--- src/rtl/booth_mult_r4_if.sv ---
// Start/busy/done handshake and operand/result bus
// for the radix-4 Booth multiplier.
interface booth_mult_r4_if #(
  parameter int WIDTH = 16
);
  logic               start;
  logic               tc;
  logic [WIDTH-1:0]   multiplicand;
  logic [WIDTH-1:0]   multiplier;
  logic               busy;
  logic               done;
  logic [2*WIDTH-1:0] product;

  modport master (
    output start, tc, multiplicand, multiplier,
    input  busy, done, product
  );

  modport slave (
    input  start, tc, multiplicand, multiplier,
    output busy, done, product
  );
endinterface

--- src/rtl/booth_mult_r4.sv ---
// Sequential radix-4 Booth multiplier, two multiplier
// bits retired per clock, signed or unsigned per operation.
module booth_mult_r4 #(
  parameter int WIDTH = 16
) (
  input  logic           clk,
  input  logic           rst_n,
  booth_mult_r4_if.slave bus
);
  localparam int N  = WIDTH / 2 + 1;
  localparam int CW = $clog2(N + 1);
  localparam int XW = WIDTH + 2;
  localparam int AW = WIDTH + 4;
  localparam int SW = AW + XW + 1;

  typedef enum logic [1:0] {
    IDLE,
    CALC,
    DONE
  } state_t;

  state_t state, next_state;

  logic          busy_d, done_d;
  logic          busy_q, done_q;
  logic [AW-1:0] a;
  logic [XW-1:0] q;
  logic [XW-1:0] m;
  logic          qm1;
  logic [CW-1:0] cnt;
  logic [AW-1:0] mx;
  logic [AW-1:0] term;
  logic [AW-1:0] sum;
  logic [SW-1:0] nxt;
  logic          last;

  logic [2*WIDTH-1:0] prod;

  function automatic logic [XW-1:0] ext(
    input logic [WIDTH-1:0] x,
    input logic             s
  );
    return {{2{s & x[WIDTH-1]}}, x};
  endfunction

  always_ff @(posedge clk or negedge rst_n) begin
    if (!rst_n) state <= IDLE;
    else        state <= next_state;
  end

  always_comb begin
    next_state = state;
    unique case (state)
      IDLE:    if (bus.start) next_state = CALC;
      CALC:    if (last) next_state = DONE;
      DONE:    next_state = IDLE;
      default: next_state = IDLE;
    endcase
  end

  // Outputs are decoded from the next state and registered,
  // so busy/done have no combinational path from inputs.
  always_comb begin
    busy_d = (next_state != IDLE);
    done_d = (next_state == DONE);
  end

  assign last = (state == CALC) && (cnt == CW'(1));
  assign mx   = {{2{m[XW-1]}}, m};

  always_comb begin
    term = '0;
    unique case ({q[1:0], qm1})
      3'b001, 3'b010: term = mx;
      3'b011:         term = mx << 1;
      3'b100:         term = -(mx << 1);
      3'b101, 3'b110: term = -mx;
      default:        term = '0;
    endcase
  end

  assign sum = a + term;
  assign nxt = $signed({sum, q, qm1}) >>> 2;

  always_ff @(posedge clk or negedge rst_n) begin
    if (!rst_n) begin
      a      <= '0;
      q      <= '0;
      m      <= '0;
      qm1    <= 1'b0;
      cnt    <= '0;
      prod   <= '0;
      busy_q <= 1'b0;
      done_q <= 1'b0;
    end else begin
      busy_q <= busy_d;
      done_q <= done_d;
      if (state == IDLE && bus.start) begin
        a   <= '0;
        q   <= ext(bus.multiplier, bus.tc);
        m   <= ext(bus.multiplicand, bus.tc);
        qm1 <= 1'b0;
        cnt <= CW'(N);
      end else if (state == CALC) begin
        a   <= nxt[SW-1:XW+1];
        q   <= nxt[XW:1];
        qm1 <= nxt[0];
        cnt <= cnt - CW'(1);
        if (last) prod <= nxt[2*WIDTH:1];
      end
    end
  end

  assign bus.busy    = busy_q;
  assign bus.done    = done_q;
  assign bus.product = prod;
endmodule

--- src/flat_wrapper.sv ---
// flat-port wrapper written by rule: the top's interface ports become plain ports
module booth_mult_r4_flat 
#(
  parameter int WIDTH = 16
)
  (clk, rst_n, bus_start, bus_tc, bus_multiplicand, bus_multiplier, bus_busy, bus_done, bus_product);
  booth_mult_r4_if #(.WIDTH(WIDTH)) bus_i ();
  input  logic clk;
  input  logic rst_n;
  input wire logic [$bits(bus_i.start)-1:0] bus_start;
  input wire logic [$bits(bus_i.tc)-1:0] bus_tc;
  input wire logic [$bits(bus_i.multiplicand)-1:0] bus_multiplicand;
  input wire logic [$bits(bus_i.multiplier)-1:0] bus_multiplier;
  output wire logic [$bits(bus_i.busy)-1:0] bus_busy;
  output wire logic [$bits(bus_i.done)-1:0] bus_done;
  output wire logic [$bits(bus_i.product)-1:0] bus_product;
  assign bus_i.start = bus_start;
  assign bus_i.tc = bus_tc;
  assign bus_i.multiplicand = bus_multiplicand;
  assign bus_i.multiplier = bus_multiplier;
  assign bus_busy = bus_i.busy;
  assign bus_done = bus_i.done;
  assign bus_product = bus_i.product;
  booth_mult_r4 #(.WIDTH(WIDTH)) u_core (.clk(clk), .rst_n(rst_n), .bus(bus_i));
endmodule
--- config.mk ---
export PLATFORM = sky130hd
export DESIGN_NAME = booth_mult_r4_flat
export DESIGN_NICKNAME = d
export VERILOG_FILES = /design/src/rtl/booth_mult_r4_if.sv /design/src/rtl/booth_mult_r4.sv /design/src/flat_wrapper.sv
export SDC_FILE = /design/constraint.sdc
export NUM_CORES = 1
export LEC_CHECK = 0
export CAP_MARGIN = 20
export CORE_ASPECT_RATIO = 1.5
export CORE_MARGIN = 4
export CORE_UTILIZATION = 30
export DETAILED_ROUTE_END_ITERATION = 8
export PLACE_DENSITY = 0.55
export SYNTH_ARGS = -nofsm -noshare
export SYNTH_HDL_FRONTEND = slang
export SYNTH_SLANG_ARGS = --single-unit
--- constraint.sdc ---
create_clock -name clk -period 9.4 [get_ports clk]
set_input_delay 1.88 -clock clk [delete_from_list [all_inputs] [get_ports clk]]
set_output_delay 1.88 -clock clk [all_outputs]
set_load 0.005 [all_outputs]
==> run summary, run 1 <==
Number of port buffers: 69
Clock transition at path regs: 0.08 ns
Post-CTS Resized: 0
WS Path Type: input pin to flop
Final Setup Violations: 0
Most common cell after layout, fill and taps aside: nand2_1
Initial Utilization: 30.7%
Peak supply drop: 0.146 mV
Hold Crit Class: flop to flop
GP Congestion: 0.867
Slowest CP cell: nor2b_2
Clock latency on the worst-skew pair: 0.35 ns
Number of CTS-inserted buffers: 9
H-tree levels: 3
# Max-Cap Violations: 0
Worst Setup Start Kind: input pin
Yosys warns: 0
Total of fill cells in the finished design: 1954
Post-route cell area: 6930 µm²
DP Area: 6600 µm²
Fin worst setup slack: 4.85 ns
Async SR Flop Fraction: 100%
Reg-to-reg slack, setup: 5.16 ns
Vias post-DR: 4845
Maximum operating frequency: 0.220 GHz
Drt pass-1 iters: 4
Layout cell share with drive strength beyond 1: 7.15%
Die span in x: 121 µm
Critical path, cell by cell: clkdlybuf4s50_1, nor2b_1, nor2b_2, a31oi_1, a21oi_1
Core footprint: 18600 µm²
RSZ-0062 raised after global routing: no
CP Capture Type: flop
Sequential power share: 26.5%
Final Max Slew Viols: 0
Post-synthesis instance total: 662
Worst slew pin tran: 0.963 ns
CTS tree: yes
CTS Buffer Depth: 2
Comb pwr share: 61.2%
Most frequent cells in the layout: nand2_1, dfrtp_1, clkdlybuf4s50_1, a21oi_1, nor2_1
Post-CTS Setup Bufs: 0
Hold Crit Start: u_core.bus.product[13]
Clock group share of total power: 12.2%
WP data required: 9.68 ns
Synth Register Bits: 94
Largest net degree at the start of global routing: 77
Layout Utilization: 37.2%
CTS root buffer: clkbuf_16
DIE AREA: 21400 µm²
Pre-CTS WS: 4.37 ns
GRT Total Usage: 15.1%
Die Y-Extent: 177 µm
Top-Level Pins: 70
Clock skew: 0.00902 ns
Power, Total: 3.07 mW
Most used DFF post-synth: dfrtp_1
Top cell family by delay on the critical path: simple AND/OR/NAND/NOR gates
Power Dens Cells: 443 nW/µm²
Setup TNS: 0 ns
Tmin final: 4.55 ns
CP bufs+invs: 1
NumNets Final: 767
Outcome: completed
Final wirelength: 15800 µm
WL/cell: 16.4 µm
Rows: 61
Hold Vio Cnt, Final: 0
CP peak stage delay: 0.90 ns
Number of flops mapped to enable cells by yosys: 0
Net Switching: 1.42 mW
Crit path max fanout: 22
Via/cell ratio: 5.02
RR Startpoint: u_core.m[3]
Synth cell types: 56
Syn_area_per_cell: 8.64 µm²
Fin crit share: 48.4%
Switching Share: 46.3%
Post-route ant nets: 0
Leakage: 3.02 nW
Grt ovf: 0
Register area share after synthesis: 41.1%
Placed wire-length estimate: 11300 µm
Initial DRC count: 210
Synthesized cell area: 5720 µm²
Rel. slew slack: 35.7%
Internal power: 1.65 mW
WP data arrival: 4.83 ns
Antenna diode count: 0
Initial antenna violation count: 0
DRC: 0
First-pass GRT wire length: 25900 µm
Crit path from: bus_start
Synth Net Count: 721
Vias in the first global route: 4993
Clock net sink count: 94
Cts hold-fix bufs: 0
Layout area overhead: 21.1%
[synthesized netlist by cell type, drive strengths merged (2+ instances only)]
| cell | instances | area, µm² |
|---|---|---|
| xnor2 | 27 | 244 |
| a21o | 3 | 22.5 |
| o22ai | 6 | 37.5 |
| a31oi | 8 | 50.1 |
| dfrtp | 94 | 2350 |
| nand3 | 7 | 35.0 |
| nand2 | 148 | 556 |
| inv | 18 | 67.6 |
| nand2b | 9 | 56.3 |
| xor2 | 16 | 140 |
| buf | 7 | 40.0 |
| o21bai | 3 | 22.5 |
| ha | 22 | 275 |
| mux2i | 3 | 30.0 |
| clkbuf | 34 | 129 |
| a2111oi | 5 | 50.0 |
| o31ai | 2 | 15.0 |
| nor4 | 3 | 40.0 |
| nand4 | 4 | 31.3 |
| a22o | 12 | 105 |
| a211oi | 4 | 30.0 |
| o221ai | 2 | 17.5 |
| o311ai | 3 | 51.3 |
| o21a | 5 | 37.5 |
| nor2 | 42 | 160 |
| a221oi | 10 | 87.6 |
| a21oi | 51 | 255 |
| o211ai | 2 | 15.0 |
| a22oi | 19 | 143 |
| mux2 | 14 | 158 |
| a32oi | 2 | 17.5 |
| or2 | 2 | 12.5 |
| nor2b | 18 | 113 |
| nor3 | 8 | 40.0 |
| o21ai | 40 | 200 |
[cells by family (layout without fill, tap and decap cells)]
group	count (synthesis)	in the layout	synth area share [%]
AO/OA/AOI/OAI	180	180	20.8
XOR/XNOR	43	43	6.72
adder cells (fa/ha/maj)	23	23	5.16
buffers and inverters	60	111	4.20
flip-flops	94	94	41.1
multiplexers	17	17	3.28
AND/OR/NAND/NOR	245	245	18.7
[metrics by stage]
step | cells | hold WS, ns
floorplan | 662 | 0.456
global placement | 948 | 0.463
detailed placement | 948 | 0.462
CTS | 964 | 0.489
global route | 965 | 0.502
finish | 965 | 0.486
[power by group through the flow]
stage	clock network, mW	registers [mW]	logic, mW
after global routing	0.400	0.843	2.10
after detailed placement	0	0.818	1.88
final	0.375	0.813	1.88
after global placement	0	0.821	1.87
after floorplan	0	0.730	1.43
after CTS	0.388	0.813	1.89
[registers in the layout, summed over array words and instances, names as in the netlist]
register	flops
u_core.state	2
u_core.bus.done	1
u_core.bus.busy	1
u_core.a	18
u_core.m	17
u_core.q	18
u_core.bus.product	32
u_core.qm1	1
u_core.cnt	4
[final timing paths]
path / to / cells past startpoint
setup / recovery: u_core.q[17] / 5
hold / removal: u_core.bus.product[13] / 2
setup reg to reg: u_core.a[18] / 15
hold reg to reg: u_core.bus.product[13] / 2
max in group asynchronous: u_core.a[15] / 3
min in group asynchronous: u_core.m[3] / 1
[cell type report]
type | instances | area [µm²] | share of cell area, %
clock inverter | 7 | 68.8 | 0.994
tap | 252 | 315 | 4.55
sequential | 94 | 2350 | 34.0
timing repair buffer | 76 | 761 | 11.0
clock buffer | 9 | 225 | 3.25
inverter | 19 | 71.3 | 1.03
multi-input combinational | 508 | 3130 | 45.2
[routing by layer]
metal	track usage (%)	wire [µm]
met1	18.5	6930
met2	26.9	8250
met3	2.27	416
met4	4.73	209
met5	0	0
[worst min-delay path, stage by stage (launching register included)]
cell	delay (ns)
dfrtp_1	0.35
nand2_1	0.05
nand2_1	0.05
No activity file was read; power rests on OpenSTA's default activity.
==> inputs of run 2 (changes only) <==
==> constraint.sdc (replaced) <==
create_clock -name clk -period 4.2 [get_ports clk]
set_input_delay 0.84 -clock clk [delete_from_list [all_inputs] [get_ports clk]]
set_output_delay 0.84 -clock clk [all_outputs]
set_load 0.005 [all_outputs]
==> run 2 against run 1 <==
Effect of this change:
- routed wire length grew 3.8%
- combinational power grew 140%
- register-to-register slack lost 4.8 ns
- critical path depth grew 10
- highest routed layer unchanged
- clock power grew 110%
- via count grew 3.2%
- hold slack lost 0.0069 ns
==> run summary, run 2 (synthesis gave the netlist of run 1 again) <==
Switching Share: 45.5% (was 46.3%)
Hold Crit Class: flop to flop (unchanged)
Crit path max fanout: 8 (was 22)
GP Congestion: 0.882 (was 0.867)
Vias post-DR: 5001 (was 4845)
DRC: 0 (unchanged)
CP Capture Type: flop (unchanged)
WP data arrival: 4.12 ns (was 4.83 ns)
Die span in x: 121 µm (unchanged)
Clock net sink count: 94 (unchanged)
Final Setup Violations: 0 (unchanged)
Hold Vio Cnt, Final: 0 (unchanged)
WS Path Type: flop to flop (was input pin to flop)
RSZ-0062 raised after global routing: no (unchanged)
Initial DRC count: 183 (was 210)
Reg-to-reg slack, setup: 0.31 ns (was 5.16 ns)
Net Switching: 3.23 mW (was 1.42 mW)
Layout Utilization: 38.1% (was 37.2%)
Rows: 61 (unchanged)
Antenna diode count: 0 (unchanged)
Vias in the first global route: 5244 (was 4993)
Internal power: 3.87 mW (was 1.65 mW)
Drt pass-1 iters: 4 (unchanged)
First-pass GRT wire length: 27200 µm (was 25900 µm)
CTS Buffer Depth: 2 (unchanged)
Initial antenna violation count: 0 (unchanged)
Worst slew pin tran: 0.818 ns (was 0.963 ns)
Fin crit share: 92.5%
NumNets Final: 794 (was 767)
Outcome: completed (unchanged)
Die Y-Extent: 177 µm (unchanged)
WP data required: 4.44 ns (was 9.68 ns)
Clock group share of total power: 11.3% (was 12.2%)
Power Dens Cells: 999 nW/µm² (was 443 nW/µm²)
Layout area overhead: 24.2% (was 21.1%)
Core footprint: 18600 µm² (unchanged)
WL/cell: 16.5 µm (was 16.4 µm)
R2R cell count: 15 (unchanged)
Top-Level Pins: 70 (unchanged)
Pre-CTS WS: 0.238 ns (was 4.37 ns)
Grt ovf: 0 (unchanged)
# Max-Cap Violations: 0 (unchanged)
Flip-flop count of the largest register after layout: 32 (unchanged)
Most frequent cells in the layout: nand2_1, dfrtp_1, clkdlybuf4s50_1, a21oi_1, nor2_1 (unchanged)
Post-route ant nets: 0 (unchanged)
Number of port buffers: 69 (unchanged)
Final wirelength: 16400 µm (was 15800 µm)
Comb pwr share: 63.0% (was 61.2%)
Hold Slack: 0.479 ns (was 0.486 ns)
Via/cell ratio: 5.04 (was 5.02)
Clock skew: 0.00980 ns (was 0.00902 ns)
Placed wire-length estimate: 11800 µm (was 11300 µm)
Setup TNS: 0 ns (unchanged)
CTS root buffer: clkbuf_16 (unchanged)
Largest net degree at the start of global routing: 60 (was 77)
Tmin final: 3.89 ns
Most common cell after layout, fill and taps aside: nand2_1 (unchanged)
Clock transition at path regs: 0.07 ns (was 0.08 ns)
Peak supply drop: 0.280 mV (was 0.146 mV)
Worst Setup Start Kind: flop (was input pin)
Clock latency on the worst-skew pair: 0.36 ns (was 0.35 ns)
Initial Utilization: 30.7% (unchanged)
CTS tree: yes (unchanged)
GRT Total Usage: 15.9% (was 15.1%)
H-tree levels: 3 (unchanged)
Layout cell share with drive strength beyond 1: 10.8% (was 7.15%)
DIE AREA: 21400 µm² (unchanged)
Number of CTS-inserted buffers: 9 (unchanged)
Sequential power share: 25.7% (was 26.5%)
Final Max Slew Viols: 0 (unchanged)
Fin worst setup slack: 0.315 ns (was 4.85 ns)
Rel. slew slack: 45.4% (was 35.7%)
WHS Path Cells: 2 (unchanged)
Leakage: 3.12 nW (was 3.02 nW)
Maximum operating frequency: 0.257 GHz
## run 2: what timing repair did
action,in CTS,in global routing
endpoints found under the hold margin,0,0
setup buffers,0,2
resized for setup,0,4
hold buffers,0,0
endpoints found under the setup margin,0,3
## run 2: stage by stage
stage                     total power, mW  cell area, µm²  std cells
after floorplan                      4.83            5720        662
after global placement               6.25            6800        974
after detailed placement             6.28            6800        974
after CTS                            7.12            7080        990
after global routing                 7.77            7100        992
final                                7.10            7100        992
## run 2: layout make-up
| type | count | area (µm²) |
|---|---|---|
| clock buffers | 10 | 229 |
| clock inverters | 6 | 51.3 |
| fillers | 1946 | 11500 |
| inverters | 19 | 71.3 |
| multi-input cells | 508 | 3140 |
| flip-flops and latches | 94 | 2350 |
| well taps | 252 | 315 |
| repair buffers | 103 | 943 |
## run 2: critical path: stages, from the launching register on
cell	delay [ns]
dfrtp_2	0.48
nor4_4	0.44
nand3_1	0.19
or3_1	0.37
nand2_1	0.10
xnor2_1	0.08
a221oi_1	0.30
a31oi_1	0.08
ha_2	0.34
a2111oi_1	0.39
o21ai_0	0.21
nand2_1	0.10
nand2_1	0.10
a31oi_1	0.22
xnor2_1	0.11
mux2_2	0.27
## run 2: worst paths after layout
| path | start | endpoint |
|---|---|---|
| max in group asynchronous | rst_n | u_core.q[1] |
| hold / removal | u_core.bus.product[2] | u_core.bus.product[2] |
| hold reg to reg | u_core.bus.product[2] | u_core.bus.product[2] |
| setup reg to reg | u_core.m[2] | u_core.bus.product[31] |
| min in group asynchronous | rst_n | u_core.m[4] |
| setup / recovery | u_core.m[2] | u_core.bus.product[31] |
## run 2: power by group through the flow
stage	Combinational (mW)	Sequential, mW	Clock, mW
floorplan	3.20	1.63	0
global placement	4.41	1.84	0
detailed placement	4.46	1.82	0
CTS	4.48	1.82	0.823
global route	5.02	1.89	0.859
finish	4.47	1.82	0.803
## run 2: metal layers
metal / GRT usage, % / share of wire [%] / vias up / wire (µm)
li1: - / - / 2455 / -
met1: 19.5 / 44 / 2423 / 7140
met2: 28.0 / 51 / 101 / 8380
met3: 3.04 / 3.5 / 22 / 566
met4: 4.73 / 1.9 / 0 / 312
met5: 0 / 0 / - / 0
==> inputs of run 3 (changes only) <==
--- a/config.mk
+++ b/config.mk
@@ -11,6 +11,8 @@
 export CORE_UTILIZATION = 30
 export DETAILED_ROUTE_END_ITERATION = 8
 export PLACE_DENSITY = 0.55
+export RECOVER_POWER = 25
+export SKIP_LAST_GASP = 1
 export SYNTH_ARGS = -nofsm -noshare
 export SYNTH_HDL_FRONTEND = slang
 export SYNTH_SLANG_ARGS = --single-unit
==> run 3 against run 2 <==
Effect of this change:
- cell area about the same
- clock-buffer cell count unchanged
- the run now ends with capacitance limit, slew limit left
- via count is the same
- highest routed layer unchanged
- non-clock buffer count did not move
- routed wire length is essentially flat
- largest cell class unchanged
- cell count unchanged
==> run summary, run 3 (synthesis gave the netlist of run 1 again) <==
Rows: 61 (unchanged)
Power Dens Cells: 999 nW/µm² (about the same)
DIE AREA: 21400 µm² (unchanged)
Met2 Wirelength: 8380 µm (about the same)
Drt pass-1 iters: 4 (unchanged)
Cts hold-fix bufs: 0 (unchanged)
DP Area: 6800 µm² (unchanged)
Tmin final: 3.89 ns (unchanged)
Hold Slack: 0.479 ns (unchanged)
Clock latency on the worst-skew pair: 0.36 ns (about the same)
Initial antenna violation count: 0 (unchanged)
Antenna diode count: 0 (unchanged)
# Max-Cap Violations: 1 (was 0)
Final Setup Violations: 0 (unchanged)
Outcome: complete, but fails checks (was completed)
Most common cell after layout, fill and taps aside: nand2_1 (unchanged)
H-tree levels: 3 (unchanged)
Vias post-DR: 5001 (unchanged)
Clock transition at path regs: 0.07 ns (about the same)
Placed wire-length estimate: 11800 µm (unchanged)
Final wirelength: 16400 µm (about the same)
WL met3: 566 µm (unchanged)
CTS Buffer Depth: 2 (unchanged)
Crit path max fanout: 8 (unchanged)
Via/cell ratio: 5.04 (unchanged)
WS Path Type: flop to flop (unchanged)
Top Layer Used: met4 (unchanged)
DP Cell Count: 974 (unchanged)
Hold Vio Cnt, Final: 0 (unchanged)
Number of CTS-inserted buffers: 9 (unchanged)
WP data required: 4.44 ns (about the same)
Die span in x: 121 µm (unchanged)
Top-Level Pins: 70 (unchanged)
NumNets Final: 794 (unchanged)
Rel. slew slack: -4.78% (was 45.4%)
Clock skew: 0.00980 ns (unchanged)
Most frequent cells in the layout: nand2_1, dfrtp_1, clkdlybuf4s50_1, a21oi_1, nor2_1 (unchanged)
Pre-CTS WS: 0.238 ns (unchanged)
GRT Total Usage: 15.9% (unchanged)
WP data arrival: 4.12 ns (about the same)
Maximum operating frequency: 0.257 GHz (unchanged)
Clock net sink count: 94 (unchanged)
Die Y-Extent: 177 µm (unchanged)
Failing checks: capacitance limit, slew limit
CTS root buffer: clkbuf_16 (unchanged)
Hold Crit Class: flop to flop (unchanged)
Flip-flop count of the largest register after layout: 32 (unchanged)
Core footprint: 18600 µm² (unchanged)
Power, Total: 7.10 mW (about the same)
Number of port buffers: 69 (unchanged)
CP Capture Type: flop (unchanged)
Worst Setup Start Kind: flop (unchanged)
Non-filler cells, final: 992 (unchanged)
Vias in the first global route: 5244 (unchanged)
Initial DRC count: 183 (unchanged)
GP Congestion: 0.882 (unchanged)
WL/cell: 16.5 µm (about the same)
Post-route cell area: 7100 µm² (about the same)
Layout Utilization: 38.1% (about the same)
Layout area overhead: 24.2% (about the same)
Fin worst setup slack: 0.315 ns (unchanged)
RSZ-0062 raised after global routing: no (unchanged)
Peak supply drop: 0.280 mV (about the same)
Final Max Slew Viols: 60 (was 0)
Initial Utilization: 30.7% (unchanged)
Worst slew pin tran: 1.57 ns (was 0.818 ns)
Layout cell share with drive strength beyond 1: 10.8% (unchanged)
Fin crit share: 92.5% (unchanged)
DRC: 0 (unchanged)
First-pass GRT wire length: 27200 µm (unchanged)
Leakage: 3.12 nW (about the same)
Wl on met1: 7140 µm (about the same)
Setup TNS: 0 ns (unchanged)
Post-route ant nets: 0 (unchanged)
CTS tree: yes (unchanged)
Largest net degree at the start of global routing: 60 (unchanged)
Grt ovf: 0 (unchanged)
## run 3: final timing paths
path,from,end,slack [ns],depth (start not counted)
min in group asynchronous,rst_n,u_core.m[4],0.87,1
max,u_core.m[2],u_core.bus.product[31],0.31,15
min reg2reg,u_core.bus.product[2],u_core.bus.product[2],0.48,2
max reg2reg,u_core.m[2],u_core.bus.product[31],0.31,15
max in group asynchronous,rst_n,u_core.q[1],2.24,2
min,u_core.bus.product[2],u_core.bus.product[2],0.48,2
## run 3: per-layer routing
metal,vias up,track usage [%]
met3,22,3.04
met2,101,28.0
met1,2423,19.5
met5,-,0
li1,2455,-
met4,0,4.73
## run 3: cell type report
class,count,area (µm²)
clock inverter,6,51.3
fill,1946,11500
clock buffer,10,229
sequential,94,2350
timing repair buffer,103,941
multi-input combinational,508,3140
inverter,19,71.3
tap,252,315
## run 3: worst max-delay path, cell delays in order, from the launching register on
cell       delay, ns
dfrtp_2         0.48
nor4_4          0.44
nand3_1         0.19
or3_1           0.37
nand2_1         0.10
xnor2_1         0.08
a221oi_1        0.30
a31oi_1         0.08
ha_2            0.34
a2111oi_1       0.39
o21ai_0         0.21
nand2_1         0.10
nand2_1         0.10
a31oi_1         0.22
xnor2_1         0.11
mux2_2          0.27
## run 3: what timing repair did
action | CTS | global route
setup endpoints to repair | 0 | 3
buffers inserted | 0 | 2
resized for setup | 0 | 4
endpoints found under the hold margin | 0 | 0
## run 3: where the power goes
group          internal (mW)  total [mW]  switching [mW]
Combinational           2.09        4.47            2.38
Clock                  0.412       0.803           0.391
Sequential              1.36        1.82           0.461
